<file path="config.mk">
export PLATFORM = sky130hd
export DESIGN_NAME = fetch_stage
export DESIGN_NICKNAME = d
export VERILOG_FILES = /design/src/rtl/fetch_stage.sv
export SDC_FILE = /design/constraint.sdc
export NUM_CORES = 1
export LEC_CHECK = 0
export ABC_AREA = 0
export ABC_CLOCK_PERIOD_IN_PS = 5880
export BUFFER_PORTS_ARGS = -buffer_cell sky130_fd_sc_hd__buf_4
export CAP_MARGIN = 20
export CORE_UTILIZATION = 30
export DETAILED_ROUTE_END_ITERATION = 8
export GPL_ROUTABILITY_DRIVEN = 0
export PLACE_DENSITY = 0.57
export SKIP_LAST_GASP = 1
export SYNTH_ARGS = -nofsm -noshare
export SYNTH_HDL_FRONTEND = slang
export SYNTH_SLANG_ARGS = --single-unit
</file>
<file path="constraint.sdc">
create_clock -name clk -period 5.88 [get_ports clk]
set_input_delay 0.882 -clock clk [delete_from_list [all_inputs] [get_ports clk]]
set_output_delay 0.882 -clock clk [all_outputs]
set_load 0.05 [all_outputs]
</file>
<file path="src/rtl/fetch_stage.sv">
`default_nettype none
// ============================================================================
// fetch_stage : PC owner, sync-imem requester and in-order instruction buffer
// Revision    : 1.0
// ============================================================================
module fetch_stage #(
    parameter int                  ADDR_W   = 32,
    parameter int                  DATA_W   = 32,
    parameter logic [ADDR_W-1:0]   RESET_PC = '0,
    parameter int                  DEPTH    = 2
) (
    input  logic                clk,
    input  logic                rst_n,
    output logic                imem_req,
    output logic [ADDR_W-1:0]   imem_addr,
    input  logic [DATA_W-1:0]   imem_rdata,
    input  logic                redirect_valid,
    input  logic [ADDR_W-1:0]   redirect_pc,
    output logic                out_valid,
    input  logic                out_ready,
    output logic [DATA_W-1:0]   out_instr,
    output logic [ADDR_W-1:0]   out_pc_plus4
);

    localparam int               PW      = (DEPTH > 1) ? $clog2(DEPTH) : 1;
    localparam int               CW      = $clog2(DEPTH + 1);
    localparam logic [CW:0]      DEPTH_V = (CW + 1)'(DEPTH);
    localparam logic [PW-1:0]    LAST    = PW'(DEPTH - 1);
    localparam logic [ADDR_W-1:0] PC_INIT = {RESET_PC[ADDR_W-1:2], 2'b00};

    typedef enum logic [1:0] {
        BOOT  = 2'd0,
        RUN   = 2'd1,
        REDIR = 2'd2
    } state_t;

    state_t              state, state_next;
    logic [ADDR_W-1:0]   pc;
    logic                inflight;
    logic [DATA_W-1:0]   buf_instr [DEPTH];
    logic [ADDR_W-1:0]   buf_pc4   [DEPTH];
    logic [PW-1:0]       rd_ptr, wr_ptr;
    logic [CW-1:0]       count;
    logic                req, push, pop, not_empty;
    logic [CW:0]         credit_used;
    logic                unused_redirect_lsbs;

    assign unused_redirect_lsbs = ^redirect_pc[1:0];

    assign not_empty = (count != '0);
    assign pop       = out_valid & out_ready;
    // A response arriving in the redirect cycle belongs to the wrong path.
    assign push      = inflight & ~redirect_valid;
    // Words already owned (buffered + in flight) after this cycle's pop.
    assign credit_used = {1'b0, count} + {{CW{1'b0}}, inflight} - {{CW{1'b0}}, pop};

    always_comb begin
        state_next = state;
        req        = 1'b0;
        case (state)
            BOOT:    state_next = redirect_valid ? REDIR : RUN;
            RUN: begin
                if (redirect_valid) begin
                    state_next = REDIR;
                end else begin
                    req = (credit_used < DEPTH_V);
                end
            end
            REDIR:   state_next = redirect_valid ? REDIR : RUN;
            default: state_next = BOOT;
        endcase
    end

    always_ff @(posedge clk or negedge rst_n) begin
        if (!rst_n) begin
            state    <= BOOT;
            pc       <= PC_INIT;
            inflight <= 1'b0;
            rd_ptr   <= '0;
            wr_ptr   <= '0;
            count    <= '0;
        end else begin
            state <= state_next;
            if (redirect_valid) begin
                pc       <= {redirect_pc[ADDR_W-1:2], 2'b00};
                inflight <= 1'b0;
                rd_ptr   <= '0;
                wr_ptr   <= '0;
                count    <= '0;
            end else begin
                inflight <= req;
                if (req) begin
                    pc <= pc + ADDR_W'(4);
                end
                if (push) begin
                    wr_ptr <= (wr_ptr == LAST) ? '0 : wr_ptr + PW'(1);
                end
                if (pop) begin
                    rd_ptr <= (rd_ptr == LAST) ? '0 : rd_ptr + PW'(1);
                end
                if (push && !pop) begin
                    count <= count + CW'(1);
                end else if (pop && !push) begin
                    count <= count - CW'(1);
                end
            end
        end
    end

    // Only one read is ever outstanding and pc has already advanced past it,
    // so pc is the tag (address + 4) of the word arriving now.
    always_ff @(posedge clk) begin
        if (push) begin
            buf_instr[wr_ptr] <= imem_rdata;
            buf_pc4[wr_ptr]   <= pc;
        end
    end

    assign imem_req     = req;
    assign imem_addr    = pc;
    assign out_valid    = not_empty & ~redirect_valid;
    assign out_instr    = not_empty ? buf_instr[rd_ptr] : '0;
    assign out_pc_plus4 = not_empty ? buf_pc4[rd_ptr]   : '0;

`ifndef SYNTHESIS
    a_no_overflow: assert property (@(posedge clk) disable iff (!rst_n)
        !(push && !pop && ({1'b0, count} == DEPTH_V)));
`endif

endmodule
`default_nettype wire

</file>
Yosys cells after proc, flatten, opt, wreduce, memory -nomap -nowiden. Memory sizes are Yosys's and may differ from the RTL's. Cells that the tools add are included.

$add $sub $neg: 7. Order comparisons: 1. Equality and inequality tests: 3. Muxes and demuxes: 21. Bitwise operators: 4. Reductions and logical operators: 11.

Operator list (number): $mux 32 (4); $add 32x3->32 const B (1); $mux 1 (11); $mux 2 (5); $reduce_bool 2->1 (4); $pmux 2 s2 (1); $add 2x1->3 (1); $and 1x1->1 (3); $lt 3x2->1 const B (1); $reduce_bool 3->1 (1); $sub 3x1->3 (1); $add 1x1->1 const B (2); $add 2x1->2 const B (1); $eq 2x1->1 const B (1); $eq 2x2->1 const B (1); $logic_and 1x1->1 (2); $logic_not 1->1 (2); $logic_not 2->1 (1); $ne 2x2->1 const B (1); $reduce_or 2->1 (1); $sub 2x1->2 const B (1); $not 1->1 (1).

Flip-flop bits (word level): 39. Bits in writable memories: 128. Output and inout port bits: 98. Memories: 2.

Memory list: buf_instr (depth 2, bits a word 32, read ports 1, clocked after memory_dff 0, write ports 1, line 40) `logic [DATA_W-1:0] buf_instr [DEPTH];`; buf_pc4 (depth 2, bits a word 32, read ports 1, clocked after memory_dff 0, write ports 1, line 41) `logic [ADDR_W-1:0] buf_pc4 [DEPTH];`.

Longest topological paths before layout. Gate-level depths: netlist (run 1).

Word-level depth: 9. Depth in mapped cells: 14. Gate-level depth less buffers: 12.

Worst setup path before layout (run 1). OpenSTA, ideal clock, no wires.

Path kind: in2reg. Start: input redirect_valid. End: memory buf_instr[0][0] (enable). Arrival: 5.865 ns. Slack: -0.556 ns. Cell stages on the path: 3. Path buffers: 2. Cell sequence: clkbuf_1 -> buf_1 -> nor3b_1.

Longest elaborated chain between the ends: 4.

Ends and longest elaborated chain: start: declaration (line 17) `input logic redirect_valid,`; $not 1->1 (line 53) `assign push = inflight & ~redirect_valid;`; $and 1x1->1 (line 53); $mux 1 (line 113) `if (push) begin`; $mux 1 (implied by the code) (line 114) `buf_instr[wr_ptr] <= imem_rdata;`; end: declaration (line 40).

No other way between the ends.

Worst setup path after layout (run 1).
Start: input redirect_valid. End: output imem_req.

Longest elaborated chain between the ends: 7.

Ends and longest elaborated chain: $not 1->1 (line 121) `assign out_valid = not_empty & ~redirect_valid;`; $and 1x1->1 (line 121); $and 1x1->1 (line 51) `assign pop = out_valid & out_ready;`; $sub 3x1->3 (line 55) `assign credit_used = {1'b0, count} + {{CW{1'b0}}, inflight} - {{CW{1'b0}}, pop};`; $lt 3x2->1 (line 66) `req = (credit_used < DEPTH_V);`; $mux 1 * (line 63) `if (redirect_valid) begin`; $mux 1 * (line 60) `case (state)`; end: declaration (line 14) `output logic imem_req,`.

Mark *: on every way between the ends. The rest lies on a longest branch, timed or not.

==> qor.yml, run 1 <==
slew_headroom_pct: 37.2
grt_pass1_wl_um: 25900
diodes: 0
first_global_vias: 4614
cts.clk_slew.worst_paths_ns: 0.06
dr.pass1.iters: 4
synth_flop_cell: "edfxtp_1"
finalCriticalPeriod_ns: 4.42
vias_per_cell: 4.83
holdBufCountCts: 0
wl_per_cell_um: 17.3
status: "finished, final reports clean"
crit_fanout: 41
cp.required_ns: 5.00
synth_warnings: 0
powerDensity_nw_per_um2: 311
hold_viol: 0
cts_buffer_depth: 2
cts_max_level: 4
cts_tree: "yes"
clk_latency_ns: 0.42
r2r_slack_ns: 2.29
place_area_um2: 8360
crit_chain: "buf_4, nor2_1, nand2_1, xnor2_1, nand2_1, fa_1, xnor2_2, nand4_4, inv_2, buf_4"
max_freq_ghz: 0.226
slowest_stage: "inv_2"
mostFrequentLayoutCell: "buf_4"
final_area_um2: 8970
maxSlewViolCount: 0
multi_input_area_um2: 2080
die_width_um: 153
final_net_count: 740
r2r_start: "count[1]"
netlist_area_um2: 6870
tritoncts.num_buffers: 17
drt-total-wl_um: 16600
cts_root_buf: "clkbuf_16"
startpoint_type: "input port"
rr_endpoint: "imem_addr[21]"
regArea_um2: 4650
rsz0062_at_grt: "no"
first_iter_violations: 263
portBuffers: 159
setup_viol: 0
endpoint_kind: "output pin"
ir_drop_uv: 160
cp.arrival_ns: 3.54
fillers: 2118
grt_max_degree: 63
postSynthAreaPerCell_um2: 13.4
vias: 4649
yosysSeqAreaShare_pct: 67.7
final_cell_mix: "buf_4 (163), edfxtp_1 (124), nor2_1 (85)"
track_usage_pct: 14.5
initial_utilization_pct: 31.0
hold_class: "in2async"
synth_cell_types: 47
drive_above_1_share_pct: 31.0
post-dp-hpwl_um: 10900
endpoint: "imem_req"
slowest_delay_ns: 0.52
p_leak_nw: 3.36
chipHeight_um: 153
dieArea_um2: 23500
cts_setup_buffers: 0
clock-sinks: 161
grt_overflow: 0
synth-seq-cells: 161
max_cap_viol_count: 0
synthArstFlopShare_pct: 23.0
syn_inst: 513
drc_errors: 0
fin_setup_tns_ns: 0
worstSetupPathType: "in2out"
coreArea_um2: 22200
worstMarginPinSlew_ns: 0.941
synth-edff-count: 124
syn_to_final_growth_pct: 30.6
antenna_found_initial: 0
pin_count: 166
finalClockSkew_ns: 0.0113
startpoint: "redirect_valid"
rr_worst_depth: 13
final_antenna_net_count: 0
cts-resized-gates: 0
rows: 54
min_period_over_period_pct: 75.3
[cells by family after synthesis]
family | count (synthesis) | synth area share, %
flops | 161 | 67.7
simple gates | 178 | 12.6
xor+xnor | 5 | 0.747
buf+inv | 35 | 2.44
mux | 63 | 9.18
fa+ha+maj | 2 | 0.474
compound gates | 68 | 6.74
other cells | 1 | 0.0546
[worst max-delay path, delay by kind of cell]
family	cells	cell delay, ns
xor+xnor	2	0.31
fa+ha+maj	1	0.44
buf+inv	3	1.21
simple gates	4	0.68
[through the flow]
step	util (%)	hold WS [ns]	power (mW)	instances	setup WS (ns)
floorplan	-	0.447	1.56	516	1.65
global placement	37.6	0.460	1.70	929	1.54
detailed placement	37.7	0.479	1.70	930	1.48
CTS	40.4	0.438	2.82	962	1.46
global route	40.5	0.450	2.89	963	1.23
finish	40.5	0.426	2.79	963	1.46
[routing by layer]
layer  global-route usage (%)  wire [um]
met3                     3.74        958
met4                     5.63        268
met1                     18.7       7400
met2                     23.4       8010
met5                        0          0
[sequential cells by signal, summed over array words and instances, names as in the netlist]
signal     count
buf_instr     64
buf_pc4       60
imem_addr     30
count          2
state          2
inflight       1
rd_ptr         1
wr_ptr         1
[synthesized netlist by cell type (3+ instances only)]
master / number / area [um^2]
nor2_1: 86 / 323
a21oi_1: 11 / 55.1
inv_1: 4 / 15.0
nor3_1: 4 / 20.0
o211ai_1: 13 / 97.6
nand4_4: 4 / 85.1
o21ai_0: 18 / 90.1
and3_1: 6 / 37.5
nand2_1: 40 / 150
nand4_1: 8 / 50.1
a22oi_1: 3 / 22.5
o311ai_0: 7 / 61.3
nand3_1: 17 / 85.1
a221o_1: 3 / 30.0
a31oi_1: 3 / 18.8
edfxtp_1: 124 / 3720
mux2i_1: 63 / 631
buf_2: 8 / 40.0
dfrtp_1: 37 / 926
buf_4: 7 / 52.6
clkbuf_1: 13 / 48.8
[worst min-delay path by stage]
| stage | startpoint | to | cells after the start |
|---|---|---|---|
| final | rst_n | imem_addr[26] | 1 |
| after global routing | rst_n | imem_addr[26] | 1 |
| after CTS | rst_n | imem_addr[26] | 1 |
| after detailed placement | state[1] | state[0] | 1 |
| after global placement | state[1] | state[0] | 1 |
| after floorplan | state[1] | state[0] | 1 |
[layout make-up]
type,instances,area share (%)
Multi-Input combinational cell,320,23.2
Clock buffer,22,5.29
Timing Repair Buffer,165,14.1
Clock inverter,10,1.41
Inverter,5,0.209
Sequential cell,161,51.9
Tap cell,280,3.91
[power breakdown]
group | internal (mW) | switching (mW) | leakage [nW]
Sequential | 1.27 | 0.0604 | 1.58
Combinational | 0.115 | 0.230 | 1.50
Clock | 0.664 | 0.449 | 0.284
No activity file was read; power rests on OpenSTA's default activity.
==> run 2, diff against run 1 <==
- ABC_AREA: 0 -> 1
- ABC_CLOCK_PERIOD_IN_PS: 5880 -> 4600
- PLACE_DENSITY: 0.57 -> 0.54
- clock period: 5.88 -> 4.6 ns (I/O delays scaled with it)
==> run 2 against run 1 <==
Synthesized cell count grew 43%. Register-to-register slack got worse by 0.40 ns. Global-route usage increased by 1.1 points. Clock skew fell by 0.00056 ns. Largest cell class unchanged. Critical endpoint unchanged. Critical path depth increased by 1. Critical path type is now reg2out. Routed wire length is 14% higher. Worst hold slack got worse by 0.17 ns.
==> qor.yml, run 2 <==
startpoint_type: "flop"
post-dp-hpwl_um: 12300
first_iter_violations: 310
place_area_um2: 8750
ir_drop_uv: 375
power.share.combinational_pct: 40.1
p_leak_nw: 3.84
intPower_mw: 3.11
synth.area.top_cells: "edfxtp_1 (51%), nand2_1 (14%), dfrtp_1 (13%)"
final_area_um2: 9360
mostFrequentLayoutCell: "nand2_1"
max_cap_viol_count: 0
cts_setup_buffers: 0
portBuffers: 159
synth-edff-count: 124
top_register: "buf_instr"
clk_latency_ns: 0.42
cts-resized-gates: 0
final_net_count: 962
synthArstFlopShare_pct: 23.0
maxSlewViolCount: 0
grt_max_degree: 65
initial_utilization_pct: 30.7
startpoint: "count[1]"
cp.arrival_ns: 2.48
fin_ws_ns: 1.43
hold_class: "in2async"
final_antenna_net_count: 0
diodes: 0
switching_share_pct: 43.0
postSynthAreaPerCell_um2: 9.85
rr_worst_depth: 17
drive_above_1_share_pct: 24.4
min_period_over_period_pct: 69.0
clkPwrFrac_pct: 26.7
fillers: 2361
clock-sinks: 161
drt-total-wl_um: 18900
dieArea_um2: 24800
largest_reg_flops: 64
antenna_found_initial: 0
rsz0062_at_grt: "no"
synth_cell_types: 33
rows: 56
worstSetupPathType: "reg2out"
setup_viol: 0
tritoncts.num_buffers: 17
syn_to_final_growth_pct: 29.0
grt_overflow: 0
cp.required_ns: 3.91
final_cell_mix: "nand2_1 (278), buf_4 (165), edfxtp_1 (124)"
fin_setup_tns_ns: 0
worstMarginPinSlew_ns: 0.833
cts_root_buf: "clkbuf_16"
dpl_worst_slack_ns: 1.42
yosysMostFrequentCell: "nand2_1"
cts_max_level: 4
synthTopCellsByCount: "nand2_1 (278), edfxtp_1 (124), a21oi_1 (64)"
die_width_um: 157
coreArea_um2: 23600
whs_ns: 0.255
yosysSeqAreaShare_pct: 64.1
regArea_um2: 4650
netlist_area_um2: 7250
hold_viol: 0
track_usage_pct: 15.6
drc_errors: 0
finalCriticalPeriod_ns: 3.17
synth.top_cell.area_share_pct: 51.4
grt_pass1_wl_um: 28800
cts_buffer_depth: 2
synth_area_leader_cell: "edfxtp_1"
cts.clk_slew.worst_paths_ns: 0.07
pin_count: 166
synth_flop_cell: "edfxtp_1"
synth-seq-cells: 161
seqPwrFrac_pct: 33.2
cts_tree: "yes"
crit_fanout: 6
status: "finished, final reports clean"
r2r_start: "count[1]"
powerDensity_nw_per_um2: 583
finalClockSkew_ns: 0.0107
first_global_vias: 5159
syn_inst: 736
multi_input_area_um2: 2260
wl_per_cell_um: 15.5
final_util_pct: 39.6
vias_per_cell: 4.44
r2r_slack_ns: 1.89
endpoint: "imem_req"
max_freq_ghz: 0.315
dr.pass1.iters: 5
p_switching_mw: 2.34
endpoint_kind: "output pin"
synth_warnings: 0
slew_headroom_pct: 44.3
holdBufCountCts: 0
vias: 5428
chipHeight_um: 157
rr_endpoint: "imem_addr[12]"
## run 2: power by group through the flow
stage          clock network, mW  logic [mW]  registers, mW
2_1_floorplan                  0        1.41           1.95
3_5_place_dp                   0        2.22           1.84
5_1_grt                     1.56        2.34           1.83
6_report                    1.46        2.19           1.81
3_3_place_gp                   0        2.21           1.84
4_1_cts                     1.49        2.22           1.81
## run 2: worst min-delay path by stage
stage / slack (ns) / end / depth (start not counted)
after floorplan: 0.39 / count[0] / 0
after global placement: 0.52 / state[1] / 1
after detailed placement: 0.52 / state[1] / 1
after CTS: 0.26 / imem_addr[28] / 1
after global routing: 0.27 / state[0] / 1
final: 0.25 / imem_addr[28] / 1
## run 2: final cells by class
type / count / share of cell area (%)
repair buffers: 166 / 13.5
flip-flops and latches: 161 / 49.7
multi-input cells: 497 / 24.1
inverters: 49 / 1.97
clock inverters: 14 / 1.93
clock buffers: 17 / 4.55
well taps: 319 / 4.27
## run 2: cell families after synthesis
group | synth area share (%)
DFF | 64.1
xor gates and xnor gates | 1.09
other | 0.0517
adders and majority gates | 0.449
AOI/OAI and AO/OA | 6.49
buffers and inverters | 5.09
and+or+nand+nor | 22.7
## run 2: worst max-delay path: stages (launching register included)
cell and delay [ns]:
dfrtp_1 0.58, nor2_8 0.05, nor2_4 0.10, nand2_2 0.10
inv_2 0.07, nand2_1 0.06, nand2_1 0.07, nand2_1 0.08
fa_1 0.52, nand3_2 0.12, nor2_4 0.12, buf_4 0.20
## run 2: layer usage
layer	track usage (%)	wire, um	up-vias	part of all wire, %
li1	-	-	2741	-
met1	20.1	8620	2540	46
met2	25.9	9020	132	48
met3	3.44	1030	15	5.4
met4	5.18	223	0	1.2
met5	0	0	-	0
## run 2: through the flow
| stage | total power [mW] | std cells |
|---|---|---|
| after detailed placement | 4.06 | 1192 |
| final | 5.45 | 1223 |
| after floorplan | 3.36 | 739 |
| after global routing | 5.72 | 1223 |
| after global placement | 4.05 | 1192 |
| after CTS | 5.52 | 1223 |
